File: config.mk
export PLATFORM = sky130hd
export DESIGN_NAME = ctrl_pipe_chain
export DESIGN_NICKNAME = d
export VERILOG_FILES = /design/src/rtl/ctrl_pipe_chain.sv
export SDC_FILE = /design/constraint.sdc
export NUM_CORES = 1
export LEC_CHECK = 0
export CAP_MARGIN = 0
export CORE_ASPECT_RATIO = 0.8
export CORE_MARGIN = 1
export CORE_UTILIZATION = 35
export DETAILED_ROUTE_END_ITERATION = 6
export DONT_BUFFER_PORTS = 1
export PLACE_DENSITY_LB_ADDON = 0.15
export SYNTH_ARGS = -nofsm -noshare
export SYNTH_HDL_FRONTEND = slang
export SYNTH_SLANG_ARGS = --single-unit
export TNS_END_PERCENT = 1
File: constraint.sdc
create_clock -name clk -period 1.8 [get_ports clk]
set_input_delay 0.18 -clock clk [delete_from_list [all_inputs] [get_ports clk]]
set_output_delay 0.18 -clock clk [all_outputs]
set_load 0.02 [all_outputs]
File: src/rtl/ctrl_pipe_chain.sv
// Parametrised execute..write-back control-word pipeline with per-stage stall/flush,
// bubble insertion and a multicycle-op hold FSM. Optional perf counters: CTRL_PIPE_PERF_EN.

module ctrl_pipe_stage #(
    parameter int CTRL_W = 16
) (
    input  logic              clk,
    input  logic              rst,
    input  logic              flush_i,
    input  logic              hold_i,
    input  logic              bubble_i,
    input  logic [CTRL_W-1:0] ctrl_i,
    input  logic              valid_i,
    output logic [CTRL_W-1:0] ctrl_o,
    output logic              valid_o
);
    logic [CTRL_W-1:0] ctrl_q, ctrl_d;
    logic              valid_q, valid_d;

    always_comb begin
        ctrl_d  = ctrl_q;
        valid_d = valid_q;
        if (flush_i || (!hold_i && bubble_i)) begin
            ctrl_d  = '0;
            valid_d = 1'b0;
        end else if (!hold_i) begin
            ctrl_d  = ctrl_i;
            valid_d = valid_i;
        end
    end

    always_ff @(posedge clk or posedge rst) begin
        if (rst) begin
            ctrl_q  <= '0;
            valid_q <= 1'b0;
        end else begin
            ctrl_q  <= ctrl_d;
            valid_q <= valid_d;
        end
    end

    assign ctrl_o  = ctrl_q;
    assign valid_o = valid_q;
endmodule

module ctrl_pipe_chain #(
    parameter int CTRL_W    = 16,
    parameter int NSTAGE    = 3,
    parameter int MC_CYCLES = 36
) (
    input  logic                     clk,
    input  logic                     rst,
    input  logic [CTRL_W-1:0]        ctrl_d,
    input  logic                     valid_d,
    input  logic                     mc_d,
    input  logic [NSTAGE-1:0]        stall,
    input  logic [NSTAGE-1:0]        flush,
    output logic [NSTAGE*CTRL_W-1:0] ctrl_q,
    output logic [NSTAGE-1:0]        valid_q,
    output logic                     stall_req,
    output logic                     mc_busy,
    output logic                     mc_done,
    output logic [31:0]              perf_retired,
    output logic [31:0]              perf_stall
);
    localparam int CNT_W = $clog2(MC_CYCLES);
    localparam logic [CNT_W-1:0] CNT_INIT = CNT_W'(MC_CYCLES - 2);

    localparam logic [1:0] ST_IDLE = 2'd0;
    localparam logic [1:0] ST_BUSY = 2'd1;
    localparam logic [1:0] ST_DONE = 2'd2;

    logic [NSTAGE-1:0][CTRL_W-1:0] stg_ctrl;
    logic [NSTAGE-1:0]             stg_vld;
    logic [NSTAGE-1:0]             hold;
    logic                          mc_hold;

    logic [1:0]       st_q, st_d;
    logic [CNT_W-1:0] cnt_q, cnt_d;
    logic             mc_flag_q, mc_flag_d;

    // Hold propagates from the oldest stage toward stage 0; flush never feeds it.
    always_comb begin
        logic acc;
        acc = 1'b0;
        for (int i = NSTAGE - 1; i >= 0; i--) begin
            acc     = acc | stall[i];
            hold[i] = acc;
        end
        hold[0] = hold[0] | mc_hold;
    end

    assign stall_req = hold[0];

    for (genvar g = 0; g < NSTAGE; g++) begin : g_stg
        if (g == 0) begin : g_head
            ctrl_pipe_stage #(.CTRL_W(CTRL_W)) u_stg (
                .clk     (clk),
                .rst     (rst),
                .flush_i (flush[0]),
                .hold_i  (hold[0]),
                .bubble_i(1'b0),
                .ctrl_i  (ctrl_d),
                .valid_i (valid_d),
                .ctrl_o  (stg_ctrl[0]),
                .valid_o (stg_vld[0])
            );
        end else begin : g_tail
            ctrl_pipe_stage #(.CTRL_W(CTRL_W)) u_stg (
                .clk     (clk),
                .rst     (rst),
                .flush_i (flush[g]),
                .hold_i  (hold[g]),
                .bubble_i(hold[g-1]),
                .ctrl_i  (stg_ctrl[g-1]),
                .valid_i (stg_vld[g-1]),
                .ctrl_o  (stg_ctrl[g]),
                .valid_o (stg_vld[g])
            );
        end
    end

    assign ctrl_q  = stg_ctrl;
    assign valid_q = stg_vld;

    logic s0_load, mc_enter;
    assign s0_load  = !flush[0] && !hold[0];
    assign mc_enter = s0_load && valid_d && mc_d;

    always_comb begin
        mc_flag_d = mc_flag_q;
        if (flush[0])
            mc_flag_d = 1'b0;
        else if (!hold[0])
            mc_flag_d = valid_d & mc_d;
    end

    // BUSY starts on the edge the op lands in stage 0, so BUSY (MC_CYCLES-1) + DONE (1)
    // gives MC_CYCLES cycles of stage-0 occupancy.
    always_comb begin
        st_d  = st_q;
        cnt_d = cnt_q;
        case (st_q)
            ST_IDLE: begin
                if (mc_enter) begin
                    st_d  = ST_BUSY;
                    cnt_d = CNT_INIT;
                end
            end
            ST_BUSY: begin
                if (flush[0]) begin
                    st_d  = ST_IDLE;
                    cnt_d = '0;
                end else if (cnt_q == '0) begin
                    st_d = ST_DONE;
                end else begin
                    cnt_d = cnt_q - 1'b1;
                end
            end
            ST_DONE: begin
                if (flush[0]) begin
                    st_d  = ST_IDLE;
                    cnt_d = '0;
                end else if (!hold[0]) begin
                    // A back-to-back mc op may enter as the finished one leaves.
                    if (mc_enter) begin
                        st_d  = ST_BUSY;
                        cnt_d = CNT_INIT;
                    end else begin
                        st_d = ST_IDLE;
                    end
                end
            end
            default: begin
                st_d  = ST_IDLE;
                cnt_d = '0;
            end
        endcase
    end

    always_ff @(posedge clk or posedge rst) begin
        if (rst) begin
            st_q      <= ST_IDLE;
            cnt_q     <= '0;
            mc_flag_q <= 1'b0;
        end else begin
            st_q      <= st_d;
            cnt_q     <= cnt_d;
            mc_flag_q <= mc_flag_d;
        end
    end

    assign mc_hold = (st_q == ST_BUSY) && mc_flag_q;
    assign mc_busy = (st_q != ST_IDLE);
    assign mc_done = (st_q == ST_DONE);

`ifdef CTRL_PIPE_PERF_EN
    logic [31:0] perf_ret_q, perf_stl_q;

    always_ff @(posedge clk or posedge rst) begin
        if (rst) begin
            perf_ret_q <= '0;
            perf_stl_q <= '0;
        end else begin
            if (stg_vld[NSTAGE-1] && !hold[NSTAGE-1])
                perf_ret_q <= perf_ret_q + 32'd1;
            if (stall_req)
                perf_stl_q <= perf_stl_q + 32'd1;
        end
    end

    assign perf_retired = perf_ret_q;
    assign perf_stall   = perf_stl_q;
`else
    assign perf_retired = '0;
    assign perf_stall   = '0;
`endif
endmodule

After elaboration in Yosys (flattened, before gate mapping)
Cells that the tools add are included.
{ "op_classes": {"addsub": 1, "bitwise_logic": 4, "muxes": 27, "reduce_logical": 17, "n_eq_ne": 9} }
{ "op_table": {"columns": ["cell", "n"], "rows": [
  ["16-bit 2-to-1 mux", 6],
  ["6-bit 2-to-1 mux", 5],
  ["6-bit case mux with 3 select lines", 1],
  ["2-bit 2-to-1 mux", 5],
  ["1-bit 2-to-1 mux", 9],
  ["3-bit != test, second input constant", 3],
  ["1-bit logical AND", 6],
  ["6-bit zero test", 1],
  ["2-bit != test, second input constant", 3],
  ["2-bit case mux with 3 select lines", 1],
  ["6-bit by 1-bit subtractor with 6-bit output, second input constant", 1],
  ["1-bit zero test", 4],
  ["1-bit OR", 3],
  ["3-bit AND reduction", 1],
  ["2-bit by 1-bit equality test with 1-bit output, second input constant", 1],
  ["2-bit equality test, second input constant", 1],
  ["2-bit zero test", 1],
  ["1-bit logical OR", 2],
  ["2-bit by 1-bit != test with 1-bit output, second input constant", 1],
  ["2-bit AND reduction", 1],
  ["2-bit nonzero test", 1],
  ["1-bit bitwise AND", 1]
]} }
{ "totals": {"inputBits": 26, "output_inout_bits": 118, "ff_bits": 60, "word_cells": 67} }

Logic depth before layout (Yosys ltp)
Gate-level depths: netlist of run 1.
{ "depth": {"ltp_word": 11, "mapped_depth": 7, "ltp_nobuf": 6} }

By module
From an unflattened synthesis of run 1, not the netlist that was laid out.
{ "hier_totals": {"cells_unflattened": 314, "area_unflattened_um2": 3477.1} }
{ "modules_own_cells": {"columns": ["mod", "cells_each", "n_inst", "area_per_inst_um2"], "rows": [
  ["ctrl_pipe_stage", 62, 3, 789.5],
  ["ctrl_pipe_chain", 128, 1, 1108.6]
]} }

Worst setup path before layout of run 1
No wires, ideal clock.
{ "synth_timing": {"path_type": "register to register", "startpoint": "register cnt_q[0]", "endpoint": "register cnt_q[1]", "path_slack_ns": 0.359, "path_buffers": 0, "stages_incl_launch_ff": 7, "arrival_ns": 1.347, "required_ns": 1.706, "period_less_slack_ns": 1.441, "setup_ns": 0.094, "cell_sequence": "dfrtp_1 > inv_1 > ha_1 > nor4bb_1 > a22oi_1 > nor2_1 > a221oi_2"} }
{ "synth_between": {"elab_chain_cells": 4, "elab_cells_between_ends": 7} }
{ "synth_lines": {"columns": ["item", "line", "rtl"], "rows": [
  ["start: declaration", "79", "logic [CNT_W-1:0] cnt_q, cnt_d;"],
  ["start signal: assignment", "188", "cnt_q <= cnt_d;"],
  ["6-bit by 1-bit subtractor with 6-bit output", "157", "cnt_d = cnt_q - 1'b1;"],
  ["6-bit 2-to-1 mux", "154", "end else if (cnt_q == '0) begin"],
  ["6-bit 2-to-1 mux", "151", "if (flush[0]) begin"],
  ["6-bit case mux with 3 select lines", "143", "case (st_q)"]
]} }
Several ways; a longest one is shown, not always the timed one. The select of a mux whose other input is x is not followed.
A chain may end at the register's enable or synchronous reset.

Worst setup path after layout of run 1
{ "layout_timing": {"startpoint": "register cnt_q[1]", "endpoint": "register cnt_q[0]"} }
{ "layout_between": {"elab_chain_cells": 3} }
{ "layout_lines": {"columns": ["item", "line"], "rows": [
  ["6-bit zero test", "154"],
  ["3-bit != test (no line)", null],
  ["2-bit AND reduction (no line)", null]
]} }
Every way passes these cells.

==> results of run 1 <==
[cells in the final DEF, fill, tap and decap left out, types with 3 or more instances in the layout]
master	Yosys	layout
a21oi_1	23	23
a22o_1	34	34
buf_4	67	6
clkbuf_8	0	9
conb_1	1	64
dfrtp_1	60	60
dlygate4sd3_1	0	19
inv_1	6	5
nand2_1	35	35
nor2_1	7	7
nor3_1	3	3
o21ai_0	3	3
[Yosys cell counts (2+ instances only)]
master / n
nor3_2: 2
a221oi_2: 2
ha_1: 2
nor4b_1: 2
inv_1: 6
buf_6: 2
nand2_1: 35
buf_2: 2
a31oi_1: 2
a22o_1: 34
o21ai_0: 3
a21oi_1: 23
clkbuf_1: 7
dfrtp_1: 60
nor2_1: 7
nor2b_1: 2
a21o_1: 2
nor3_1: 3
buf_4: 67
[stage by stage]
stage | utilization [%] | setup slack (ns) | instance area, sq um
5_1_grt | 39.93 | 0.02139 | 3246
6_report | 39.93 | 0.1514 | 3246
3_3_place_gp | 35.44 | 0.2658 | 2880
4_1_cts | 39.93 | 0.1633 | 3246
3_5_place_dp | 35.44 | 0.1808 | 2880
2_1_floorplan | - | 0.1353 | 3257
[cells by family after synthesis]
| group | synth area share (%) |
|---|---|
| DFF | 49.71 |
| adders and majority gates | 0.8284 |
| other | 0.1242 |
| buffers and inverters | 20.05 |
| AOI/OAI and AO/OA | 19.06 |
| and+or+nand+nor | 10.23 |
[final cells by class]
type                       instances  area (sq um)
timing repair buffer              26         255.2
sequential                        60          1501
tap                              108         135.1
inverter                           7         28.78
multi-input combinational        200          1150
clock buffer                       9         123.9
fill                             814          4882
clock inverter                     7         51.30
[flip-flops by register name, indices dropped and copies added, names as in the netlist]
signal and cells:
cnt_q 6, g_stg.g_head.u_stg.ctrl_o 16, g_stg.g_head.u_stg.valid_o 1, g_stg.g_tail.u_stg.ctrl_o 32
g_stg.g_tail.u_stg.valid_o 2, mc_flag_q 1, st_q 2
[worst register-to-register path: cells and delay by family, from the launching register on]
kind,cells,cell delay [ns]
flops,1,0.42
fa+ha+maj,1,0.22
compound gates,2,0.34
simple gates,2,0.48
buf+inv,1,0.13
[metal layers]
metal	vias up	GRT usage, %
met5	-	0
met4	0	2.652
met3	4	7.143
met2	91	21.27
met1	918	18.44
li1	894	-
[worst paths after layout]
kind / startpoint / to / slack, ns / cells past startpoint
worst max register to register: cnt_q[1]$_DFFE_PP0P_ / cnt_q[0]$_DFFE_PP0P_ / 0.15 / 6
min in group asynchronous: rst / g_stg[2].g_tail.u_stg.ctrl_o[10]$_DFFE_PP0P_ / 0.38 / 2
worst min register to register: st_q[0]$_DFFE_PP0P_ / st_q[0]$_DFFE_PP0P_ / 0.53 / 1
worst min-delay path: flush[0] / mc_flag_q$_DFFE_PP0P_ / 0.04 / 2
max in group asynchronous: rst / g_stg[0].g_head.u_stg.ctrl_o[8]$_DFFE_PP0P_ / 0.83 / 3
worst max-delay path: cnt_q[1]$_DFFE_PP0P_ / cnt_q[0]$_DFFE_PP0P_ / 0.15 / 6
[power groups by stage]
stage / registers [mW] / clock network, mW / logic (mW)
2_1_floorplan: 1.52 / 0 / 0.581
3_3_place_gp: 1.55 / 0 / 0.550
3_5_place_dp: 1.55 / 0 / 0.542
4_1_cts: 1.52 / 1.10 / 0.584
5_1_grt: 1.54 / 1.16 / 0.648
6_report: 1.53 / 1.06 / 0.584
[repair_timing]
item / in CTS / in global routing
hold endpoints to repair: 43 / 0
hold buffers: 19 / 0
buffers inserted: 0 / 0
==> results.cfg, run 1 <==
[drt]
totalWireLength_microns = 6368
ant_nets = 0
wl_met3_microns = 637
drt-met1-wl_microns = 2862
vias_per_cell = 4.573
num_vias = 1907
top_layer = met4
wl_per_cell_microns = 15.27
drt_iter0_drc = 72
wl_met2_microns = 2839
dr.pass1.iters = 4
drc = 0

[timing]
worstMarginPinSlew_ns = 1.188
fin_crit_ns = 1.649
finalSetupViolations = 0
timing.final.crit_share_pct = 91.59
relSlewSlack_pct = 20.49
maxSlewViolCount = 0
hold_viol = 0
fin_skew_ns = 0.01154
rsz0062_at_grt = false
worst_hold_slack_ns = 0.04314
finalSetupTns_ns = 0
fmax_mhz = 606.6

[floorplan]
die-area_sq_um = 9008
io_pins = 144
coreArea_sq_um = 8128
die_w_microns = 105.9
die_h_microns = 85.09
rows = 29
start_util_pct = 37.16

[clock_tree]
cts_tree = built
htree_num_levels = 3
cts_buffers = 9
cts_buffer_depth = 2
cts_sinks = 60
clock_latency_ns = 0.34
path_clk_slew_ns = 0.08
root_buffer = clkbuf_8
cts_resized = 0

[setup_path]
crit_buf_inv = 1
cpPeakStageDelay_ns = 0.42
crit_chain = inv_1, ha_1, nor4bb_1, a22oi_1, nor2_1, o22a_1
crit_fanout = 4
cp-start-kind = flip-flop
timing.critical_path.max_delay_family = simple AND/OR/NAND/NOR gates
worstPathRequired_ns = 2.08
slowest_stage = dfrtp_1
end_kind = flip-flop
critPathKind = flip-flop to flip-flop
arrival_ns = 1.93

[grt]
overflow = 0
grt_max_degree = 36
grt_antenna_before_repair = 0
first_global_vias = 1783
grt_pass1_wl_microns = 9867
grt_use_total_pct = 14.16

[power_and_ir_drop]
p_per_area_nw_per_um2 = 978.1
pwr-share-clk_pct = 33.5
p_int_mw = 2.116
total_power_mw = 3.174
irDropWorstVdd_v = 0.0004806
leakagePower_nw = 1.556
combPwrFrac_pct = 18.4
netSwitchingFraction_pct = 33.33
power.switching_mw = 1.058
p_seq_share_pct = 48.1

[layout]
drive_gt1_share_pct = 11.97
syn2layout_area_growth_pct = 7.456
nNetsFinal = 332
n_antenna_cell = 0
finalNonFillerCells = 417

[synthesis]
ys_seq_elements = 60
async_reset_ff_share_pct = 100.0
yosysWarningCount = 0
synth_top_area_cell = dfrtp_1
yosys.area.top_type_share_pct = 49.71
synthTopCellsByArea = dfrtp_1, buf_4, a22o_1
synth_seq_area_share_pct = 49.71
avgSynthCellArea_sq_um = 10.67
synth_edf_count = 0
synth_area_sq_um = 3020
synth_ff_type = dfrtp_1
postSynthCellCount = 283
netlist-cell-type-count = 39

[placement]
dp.cells = 382
hpwl_microns = 4487
port_buffers = 0
gp_congestion = 0.7753

[job]
cap_violations = 0

[hold_path]
hp-class = input port to flip-flop

[run_status]
run_status = finished, final reports clean
Note: power is estimated with default switching activity, not from simulation.
==> inputs of run 2 (changes only) <==
--- a/config.mk
+++ b/config.mk
@@ -7,7 +7,7 @@
 export LEC_CHECK = 0
 export CAP_MARGIN = 0
 export CORE_ASPECT_RATIO = 0.8
-export CORE_MARGIN = 1
+export CORE_MARGIN = 8
 export CORE_UTILIZATION = 35
 export DETAILED_ROUTE_END_ITERATION = 6
 export DONT_BUFFER_PORTS = 1
==> run 2 against run 1 <==
Effect of this change: maximum frequency decreased by 0.34%; sequential power about the same; worst setup slack lost 0.0057 ns; global-route usage is 1.4 points lower; highest routed layer unchanged; final cell count grew 2.4%; sequential share of layout area is 0.58 points lower; routed wire length rose by 17%; register-to-register slack better by 0.05 ns; count of clock-buffer cells in the layout is the same; combinational power is 1% higher; hold slack improved by 0.0070 ns; die area increased by 32%.
==> results.cfg, run 2 (synthesis results as in run 1) <==
[run_status]
run_status = finished, final reports clean

[timing]
timing.final.crit_share_pct = 91.91
hold_viol = 0
maxSlewViolCount = 0
fin_crit_ns = 1.654
rsz0062_at_grt = false
finalSetupViolations = 0
worstMarginPinSlew_ns = 1.154
worst_hold_slack_ns = 0.05013
fmax_mhz = 604.5
relSlewSlack_pct = 22.80
fin_skew_ns = 0.008424
finalSetupTns_ns = 0

[floorplan]
start_util_pct = 35.76
die_w_microns = 119.9
rows = 30
coreArea_sq_um = 8446
io_pins = 144
die_h_microns = 99.09
die-area_sq_um = 11880

[layout]
mostFrequentLayoutCell = conb_1
final_core_util_pct = 38.92
multi_input_area_sq_um = 1150
largest_register_ffs = 32
seq_area_sq_um = 1501
nNetsFinal = 338
most-common-layout-cells = conb_1, dfrtp_1, nand2_1
n_antenna_cell = 0
syn2layout_area_growth_pct = 8.823
nFillCells = 840
drive_gt1_share_pct = 13.33

[clock_tree]
htree_num_levels = 3
holdBufCountCts = 20
cts_post_setup_buffers_inserted = 0
root_buffer = clkbuf_8
cts_buffer_depth = 2
path_clk_slew_ns = 0.07
clock_latency_ns = 0.34
cts_sinks = 60
cts_resized = 0
cts_tree = built
cts_buffers = 9

[hold_path]
holdPathStages = 3
hp-class = input port to flip-flop
worstHoldEndpoint = cnt_q[5]$_DFFE_PP0P_
holdCritStartpoint = flush[0]

[power_and_ir_drop]
netSwitchingFraction_pct = 33.83
irDropWorstVdd_v = 0.0004042
power.switching_mw = 1.085
leakagePower_nw = 1.585
p_int_mw = 2.123
combPwrFrac_pct = 18.4
total_power_mw = 3.208
pwr-share-clk_pct = 34.0
p_per_area_nw_per_um2 = 976.1
p_seq_share_pct = 47.6

[grt]
busiest_layer = met2
grt_use_met2_pct = 18.14
grt_antenna_before_repair = 0
grt_pass1_wl_microns = 11960
overflow = 0
grt_max_degree = 25
grt_use_total_pct = 12.75
met1_usage_pct = 16.84
grtUsageMet3_pct = 5.606
first_global_vias = 2128

[drt]
vias_per_cell = 4.550
totalWireLength_microns = 7469
num_vias = 1943
dr.pass1.iters = 4
drc = 0
ant_nets = 0
drt_iter0_drc = 126
wl_per_cell_microns = 17.49

[setup_path]
cp-start-kind = flip-flop
end_kind = output port
r2r_cells = 6
critPathKind = flip-flop to output port
arrival_ns = 1.47
reg2reg_to = cnt_q[0]$_DFFE_PP0P_
regToRegSetupSlack_ns = 0.20
crit_fanout = 18
worstPathRequired_ns = 1.62
r2r-start = cnt_q[1]$_DFFE_PP0P_

[placement]
port_buffers = 0
gp_congestion = 0.8009
hpwl_microns = 5558

[job]
cap_violations = 0
==> run 2: cell types whose count changed in the layout (fill, tap and decap cells not counted), sizes merged <==
cell / previous run / this run
buf: 7 / 12
clkinvlp: 2 / 1
clkinv: 4 / 5
dlygate4sd3: 19 / 20
==> run 2: worst max-delay path by stage <==
| stage | start | to | slack, ns | cells after the start |
|---|---|---|---|---|
| floorplan | rst | cnt_q[0]$_DFFE_PP0P_ | 0.14 | 1 |
| global placement | cnt_q[1]$_DFFE_PP0P_ | cnt_q[0]$_DFFE_PP0P_ | 0.27 | 6 |
| detailed placement | cnt_q[1]$_DFFE_PP0P_ | cnt_q[0]$_DFFE_PP0P_ | 0.23 | 6 |
| CTS | st_q[0]$_DFFE_PP0P_ | stall_req | 0.11 | 4 |
| global route | cnt_q[1]$_DFFE_PP0P_ | cnt_q[0]$_DFFE_PP0P_ | 0.02 | 6 |
| finish | st_q[0]$_DFFE_PP0P_ | stall_req | 0.15 | 4 |
==> run 2: metal layers <==
layer  wire length (microns)  part of all wire (%)
met5                       0                     0
met4                      76                   1.0
met3                     747                    10
met2                    3307                    44
met1                    3337                    45
==> run 2: worst max-delay path: stages, from the launching register on <==
cell,delay [ns]
dfrtp_1,0.38
buf_4,0.16
a31oi_4,0.28
inv_4,0.08
buf_4,0.23
==> run 2: through the flow <==
| step | std cells | setup WS (ns) | cell area, sq um |
|---|---|---|---|
| 4_1_cts | 427 | 0.1132 | 3287 |
| 3_5_place_dp | 391 | 0.2253 | 2910 |
| 5_1_grt | 427 | 0.01673 | 3287 |
| 6_report | 427 | 0.1457 | 3287 |
| 3_3_place_gp | 391 | 0.2685 | 2910 |
| 2_1_floorplan | 346 | 0.1353 | 3257 |
==> run 2: final cells by class <==
cell class                 instances  area share, %
clock buffer                       9          3.769
clock inverter                     7          1.599
inverter                           7         0.8755
multi-input combinational        200          34.98
sequential                        60          45.68
tap                              112          4.263
timing repair buffer              32          8.831
==> run 2: power by group through the flow <==
| stage | sequential (mW) | combinational, mW | clock (mW) |
|---|---|---|---|
| final | 1.53 | 0.590 | 1.09 |
| after global routing | 1.54 | 0.654 | 1.21 |
| after floorplan | 1.52 | 0.581 | 0 |
| after detailed placement | 1.55 | 0.545 | 0 |
| after global placement | 1.55 | 0.547 | 0 |
| after CTS | 1.52 | 0.588 | 1.14 |
